[config.mk]
export PLATFORM = sky130hd
export DESIGN_NAME = mem_access_unit
export DESIGN_NICKNAME = d
export VERILOG_FILES = /design/src/rtl/mem_access_unit.sv
export SDC_FILE = /design/constraint.sdc
export NUM_CORES = 1
export LEC_CHECK = 0
export CAP_MARGIN = 40
export CORE_MARGIN = 2
export CORE_UTILIZATION = 41
export DETAILED_ROUTE_END_ITERATION = 8
export HOLD_SLACK_MARGIN = 0.03
export PLACE_DENSITY = 0.84
export REMOVE_ABC_BUFFERS = 1
export SLEW_MARGIN = 30
export SYNTH_ARGS = -nofsm -noshare
export SYNTH_HDL_FRONTEND = slang
export SYNTH_SLANG_ARGS = --single-unit
export TNS_END_PERCENT = 1
[constraint.sdc]
create_clock -name clk -period 10.3 [get_ports clk]
set_input_delay 2.575 -clock clk [delete_from_list [all_inputs] [get_ports clk]]
set_output_delay 2.575 -clock clk [all_outputs]
set_load 0.01 [all_outputs]
[src/rtl/mem_access_unit.sv]
// mem_access_unit: datapath-to-data-memory initiator.
// Byte/half/word loads and stores, RMW for sub-word stores.
module mem_access_unit #(
  parameter int unsigned       ADDR_W     = 32,
  parameter logic [ADDR_W-1:0] ADDR_LIMIT = ADDR_W'(32'h10000)
) (
  input  logic              clk,
  input  logic              rst,
  input  logic              req_valid,
  output logic              req_ready,
  input  logic              req_write,
  input  logic [1:0]        req_size,
  input  logic              req_unsigned,
  input  logic [ADDR_W-1:0] req_addr,
  input  logic [31:0]       req_wdata,
  output logic              resp_valid,
  output logic              resp_err,
  output logic [31:0]       resp_rdata,
  output logic [ADDR_W-1:0] mem_adr,
  output logic [31:0]       mem_wdata,
  output logic              mem_read,
  output logic              mem_write,
  input  logic [31:0]       mem_rdata
);

  typedef enum logic [2:0] {
    IDLE,
    LOAD,
    RMW_RD,
    WRITE,
    RESP
  } state_t;

  state_t state, nxt;

  logic [ADDR_W-1:0] addr_q;
  logic [1:0]        size_q;
  logic              uns_q;
  logic              err_q;
  logic [31:0]       wbuf_q;
  logic [31:0]       rdata_q;

  logic              accept;
  logic [2:0]        nbytes;
  logic [ADDR_W:0]   end_addr;
  logic              bad;

  logic [7:0]        lane8;
  logic [15:0]       lane16;
  logic [31:0]       ld_val;
  logic [31:0]       merged;

  assign accept = req_valid & req_ready;

  // Legality of the incoming request: size, alignment, range.
  always_comb begin
    unique case (req_size)
      2'b00:   nbytes = 3'd1;
      2'b01:   nbytes = 3'd2;
      default: nbytes = 3'd4;
    endcase
    end_addr = {1'b0, req_addr}
             + {{(ADDR_W-2){1'b0}}, nbytes};
    bad = (req_size == 2'b11)
        | ((req_size == 2'b01) & req_addr[0])
        | ((req_size == 2'b10) & (|req_addr[1:0]))
        | (end_addr > {1'b0, ADDR_LIMIT});
  end

  // Lane extraction for loads and lane merge for RMW.
  always_comb begin
    lane8  = mem_rdata[{addr_q[1:0], 3'b000} +: 8];
    lane16 = mem_rdata[{addr_q[1], 4'b0000} +: 16];
    unique case (size_q)
      2'b00:
        ld_val = uns_q ? {24'h0, lane8}
                       : {{24{lane8[7]}}, lane8};
      2'b01:
        ld_val = uns_q ? {16'h0, lane16}
                       : {{16{lane16[15]}}, lane16};
      default:
        ld_val = mem_rdata;
    endcase
    merged = mem_rdata;
    if (size_q == 2'b00)
      merged[{addr_q[1:0], 3'b000} +: 8] = wbuf_q[7:0];
    else
      merged[{addr_q[1], 4'b0000} +: 16] = wbuf_q[15:0];
  end

  // State register.
  always_ff @(posedge clk or posedge rst) begin
    if (rst) state <= IDLE;
    else     state <= nxt;
  end

  // Next state and state-decoded strobes.
  always_comb begin
    nxt        = state;
    req_ready  = 1'b0;
    resp_valid = 1'b0;
    mem_read   = 1'b0;
    mem_write  = 1'b0;
    unique case (state)
      IDLE: begin
        req_ready = 1'b1;
        if (req_valid) begin
          if (bad)                  nxt = RESP;
          else if (!req_write)      nxt = LOAD;
          else if (req_size == 2'b10) nxt = WRITE;
          else                      nxt = RMW_RD;
        end
      end
      LOAD: begin
        mem_read = 1'b1;
        nxt      = RESP;
      end
      RMW_RD: begin
        mem_read = 1'b1;
        nxt      = WRITE;
      end
      WRITE: begin
        mem_write = 1'b1;
        nxt       = RESP;
      end
      RESP: begin
        resp_valid = 1'b1;
        nxt        = IDLE;
      end
      default: nxt = IDLE;
    endcase
  end

  // Request capture, load result and merged store word.
  always_ff @(posedge clk or posedge rst) begin
    if (rst) begin
      addr_q  <= '0;
      size_q  <= 2'b00;
      uns_q   <= 1'b0;
      err_q   <= 1'b0;
      wbuf_q  <= 32'h0;
      rdata_q <= 32'h0;
    end else begin
      if (accept) begin
        addr_q  <= req_addr;
        size_q  <= req_size;
        uns_q   <= req_unsigned;
        err_q   <= bad;
        wbuf_q  <= req_wdata;
        rdata_q <= 32'h0;
      end
      if (state == LOAD)   rdata_q <= ld_val;
      if (state == RMW_RD) wbuf_q  <= merged;
    end
  end

  assign mem_adr    = (mem_read | mem_write)
                    ? {addr_q[ADDR_W-1:2], 2'b00} : '0;
  assign mem_wdata  = mem_write ? wbuf_q : 32'h0;
  assign resp_err   = resp_valid & err_q;
  assign resp_rdata = resp_valid ? rdata_q : 32'h0;

endmodule

# [Yosys cells after proc, flatten, opt, wreduce, memory -nomap -nowiden]
# Index checks and enable logic that the tools add are counted.
[word_totals] ff_bits=103 out_inout_bits=101 elab_cells=65
[classes] addsub=3 magnitude_cmp=1 eq_ne=9 shift=6 mux=23 bitwise_logic=8 n_reduce_logical=8
[op_table] op="$mux W32" count=10
[op_table] op="$bwmux W32" count=2
[op_table] op="$pmux W32 S2" count=1
[op_table] op="$add A32 B3 Y33" count=1
[op_table] op="$gt A33 B17 Y1 const B" count=1
[op_table] op="$shift A16 B7 Y32 const A" count=1
[op_table] op="$shift A8 B7 Y32 const A" count=1
[op_table] op="$shiftx A16 B7 Y32" count=1
[op_table] op="$shiftx A32 B6 Y16" count=1
[op_table] op="$shiftx A32 B6 Y8" count=1
[op_table] op="$shiftx A8 B7 Y32" count=1
[op_table] op="$neg A5 Y7" count=2
[op_table] op="$pmux W3 S3" count=1
[op_table] op="$eq A3 B2 Y1 const B" count=2
[op_table] op="$mux W3" count=2
[op_table] op="$pmux W3 S2" count=1
[op_table] op="$reduce_or A2 Y1" count=3
[op_table] op="$mux W1" count=5
[op_table] op="$and A1 B1 Y1" count=4
[op_table] op="$eq A2 B1 Y1 const B" count=2
[op_table] op="$eq A2 B2 Y1 const B" count=2
[op_table] op="$logic_not A2 Y1" count=2
[op_table] op="$or A1 B1 Y1" count=4
[op_table] op="$reduce_bool A2 Y1" count=2
[op_table] op="5 further kinds" count=5

# [Depth between registers and ports, before layout]
[depth] depth_word=8 depth_mapped=10

# [Worst setup path after synthesis]
# OpenSTA, ideal clock, no wires.
[synth_timing] kind="input to register" start="input req_size[0]" end="register state[2]" setup_ns=0.137 t_arrival_ns=4.646 required_time_ns=10.163 slack_ns=5.517 cell_stages=10 path_buffers=0 cell_sequence="nor2_1 > ha_1 > fa_1 > a21oi_4 > or4_4 > a221o_1 > nor3_2 > nand4_1 > nor3_2 > a311oi_1"
[synth_via] elab_chain_cells=8 elab_cells_between_ends=15 cone_classes="add/sub (1); order compare (1); eq/ne (3); mux (4); bitwise (5); reduce/logical (1)"
[synth_lines] element="from (decl)" line_no="12" rtl="input logic [1:0] req_size,"
[synth_lines] element="$eq A2 B1 Y1 / $logic_not A2 Y1 (equally long branches)" line_no="57, 65"
[synth_lines] element="$pmux W3 S2 / $and A1 B1 Y1 (equally long branches)" line_no="57, 65"
[synth_lines] element="$add A32 B3 Y33 / $or A1 B1 Y1 (equally long branches)" line_no="63, 65"
[synth_lines] element="$gt A33 B17 Y1 / $or A1 B1 Y1 (equally long branches)" line_no="67, 66"
[synth_lines] element="$or A1 B1 Y1 *" line_no="67" rtl="| (end_addr > {1'b0, ADDR_LIMIT});"
[synth_lines] element="$mux W3 *" line_no="108" rtl="if (bad) nxt = RESP;"
[synth_lines] element="$mux W3 *" line_no="107" rtl="if (req_valid) begin"
[synth_lines] element="$pmux W3 S3 *" line_no="104" rtl="unique case (state)"
[synth_lines] element="to (signal assigned)" line_no="94" rtl="else state <= nxt;"
[synth_lines] element="to (decl)" line_no="34" rtl="state_t state, nxt;"
# Mark *: on every way between the ends. The rest lies on a longest branch, timed or not. The select of a mux whose other input is x is not followed.
# A chain may end at the register's enable or synchronous reset.

# [Worst setup path in the final report]
[layout_timing] start="input req_size[1]" end="register state[2]"
# Same word-level chain as after synthesis.

==> flow_metrics.tcl <==
set metrics [dict create \
    outcome "completed" \
    final_util 0.586 \
    placed_area_um2 8610 \
    finalSetupTns_ns 0 \
    power_density_nw_per_um2 116 \
    crit_arrival_ns 5.44 \
    slew_headroom 0.434 \
    top_usage_layer "met2" \
    die_w_um 129 \
    synthArstFlopShare 1.00 \
    yosys.area.top_type "dfrtp_1" \
    insertion_delay_ns 0.37 \
    postCtsSetupBuffers 0 \
    ys_ff_latch 103 \
    yosysSeqAreaShare 0.400 \
    rsz0062_at_grt "false" \
    htree_num_levels 3 \
    postRouteAntennaNets 0 \
    core-area_um2 15300 \
    grt_remaining_overflow 0 \
    r2r_slack_ns 7.31 \
    synth_area_per_cell_um2 9.08 \
    drt-initial-drc-count 485 \
    startpoint "req_size[1]" \
    synth_flop_cell "dfrtp_1" \
    min_period_ns 5.21 \
    ir_drop_mv 0.102 \
    synthTopCellsByArea "dfrtp_1 40%, and2_1 9.4%, mux2_2 5.8%" \
    startpoint_type "input pin" \
    skew_ns 0.0142 \
    routed_wl_mm 21.2 \
    p_int_mw 0.712 \
    crit_family "simple AND/OR/NAND/NOR gates" \
    start_util 0.422 \
    cpMostUsedCell "nor3_2" \
    post_cts_resized 0 \
    path_class "in2reg" \
    r2r_start "addr_q[1]$_DFFE_PP0P_" \
    dp.cells 1084 \
    worstMarginPinSlew_ns 0.849 \
    antenna_found_initial 0 \
    cts_buffers 9 \
    pre_cts_slack_ns 4.70 \
    p_switching_mw 0.323 \
    netlist_area_um2 6440 \
    p_leak_nw 3.64 \
    drive_gt1_frac 0.0942 \
    grt_pass1_wl_mm 33.0 \
    seq_power_share 0.459 \
    diodes 0 \
    cp_slowest_stage_delay_ns 0.53 \
    vias 6288 \
    syn_inst 709 \
    synth_cell_types 68 \
    path_max_fanout 7 \
    setup_ws_ns 5.09 \
    hp-start "rdata_q[12]$_DFFE_PP0P_" \
    final_cell_mix "201 x clkdlybuf4s50_1, 103 x dfrtp_1, 97 x and2_1" \
    met2_usage 0.409 \
    routedWlPerCell_um 19.2 \
    yosys_warnings 0 \
    synth.top_cell.area_share 0.400 \
    final_common_cell "clkdlybuf4s50_1" \
    setup_violations 0 \
    fin_cells 1103 \
    required_ns 10.53 \
    drc_errors 0 \
    swShare 0.312 \
    gr-usage-all-layers 0.255 \
    reg2reg_depth 8 \
    die_y_um 129 \
    num_rows 45 \
    fp.dieArea_um2 16700 \
    port_buffers 201 \
    clk_pin_slew_ns 0.08 \
    cp.buffers_inverters 1 \
    pwr-share-comb 0.210 \
    clockBufferDepth 2 \
    hold_depth 1 \
    cts_hold_buf 0 \
    whs_ns 0.473 \
    fin_crit_sh 0.506 \
    endpoint_kind "flop" \
    use_met3 0.0615 \
    hold_viol 0 \
    worst-path-stages 11 \
    vias_per_cell 5.70 \
    hold_path.class "reg2reg" \
    hpwlAfterDp_mm 15.3 \
    cp_slowest_cell "clkdlybuf4s50_1" \
    crit_path_cell_trace "clkdlybuf4s50_1 -> nor2_1 -> ha_1 -> fa_1 -> a21oi_4 -> or4_4 -> a221o_1 -> nor3_2 -> nand4_1 -> nor3_2 -> a311oi_1" \
    maxCapViolations 0 \
    grt_max_degree 78 \
    pwr-share-clk 0.331 \
    nets 999 \
    pin_count 204 \
    gp_congestion 0.869 \
    grt_pass1_vias 6229 \
    postLayoutCellArea_um2 8940 \
    synth_edf_count 0 \
    cts-root-buf "clkbuf_16" \
    firstDrtPassIters 5 \
    fmax_mhz 192 \
    maxSlewViolCount 0 \
    grtUsageMet1 0.329 \
    cts_tree "done" \
    clock-sinks 103 \
    p_total_mw 1.03 \
    area_growth_pct 38.8 \
]
==> synthesized netlist by cell type (all sizes together) (13+ instances only) <==
cell and n:
nor2b 24, inv 16, a221oi 15, and2 97, clkbuf 34, buf 14
mux2 34, nand2 71, dfrtp 103, o21ai 66, nor3 15, nor2 28
a21oi 32, a222oi 13, nand3 15
==> metal layers <==
layer  up-vias  share of wire
met5         -              0
met4         0          0.033
met3        43          0.090
met2       340           0.46
met1      3000           0.41
li1       2905              -
==> layout make-up <==
class,instances,area (um2)
Inverter,16,62.6
Multi-Input combinational cell,542,3610
Tap cell,211,264
Fill cell,1350,6320
Sequential cell,103,2580
Clock buffer,9,225
Timing Repair Buffer,215,2140
Clock inverter,7,66.3
==> logic make-up after synthesis <==
| family | Yosys count | synth area share |
|---|---|---|
| adders and majority gates | 9 | 0.0187 |
| and+or+nand+nor | 286 | 0.244 |
| xor gates and xnor gates | 7 | 0.00952 |
| other | 1 | 0.000582 |
| AOI/OAI and AO/OA | 191 | 0.202 |
| DFF | 103 | 0.400 |
| buffers and inverters | 65 | 0.0439 |
| muxes | 47 | 0.0816 |
==> path summary, 6_finish.rpt <==
check | endpoint
worst min register to register | rdata_q[12]$_DFFE_PP0P_
max in group asynchronous | addr_q[11]$_DFFE_PP0P_
min in group asynchronous | addr_q[19]$_DFFE_PP0P_
worst min-delay path | rdata_q[12]$_DFFE_PP0P_
worst max register to register | rdata_q[30]$_DFFE_PP0P_
worst max-delay path | state[2]$_DFFE_PP0P_
==> state kept, by name, summed over array words and instances, names as in the netlist <==
name,flops
err_q,1
state,3
size_q,2
addr_q,32
wbuf_q,32
rdata_q,32
uns_q,1
==> power by group through the flow <==
stage          Combinational, mW  Sequential [mW]  Clock (mW)
4_1_cts                    0.214            0.474       0.350
3_3_place_gp               0.207            0.479           0
5_1_grt                    0.237            0.480       0.362
3_5_place_dp               0.212            0.481           0
2_1_floorplan              0.118            0.471           0
6_report                   0.217            0.475       0.343
Note: power is estimated with default switching activity, not from simulation.
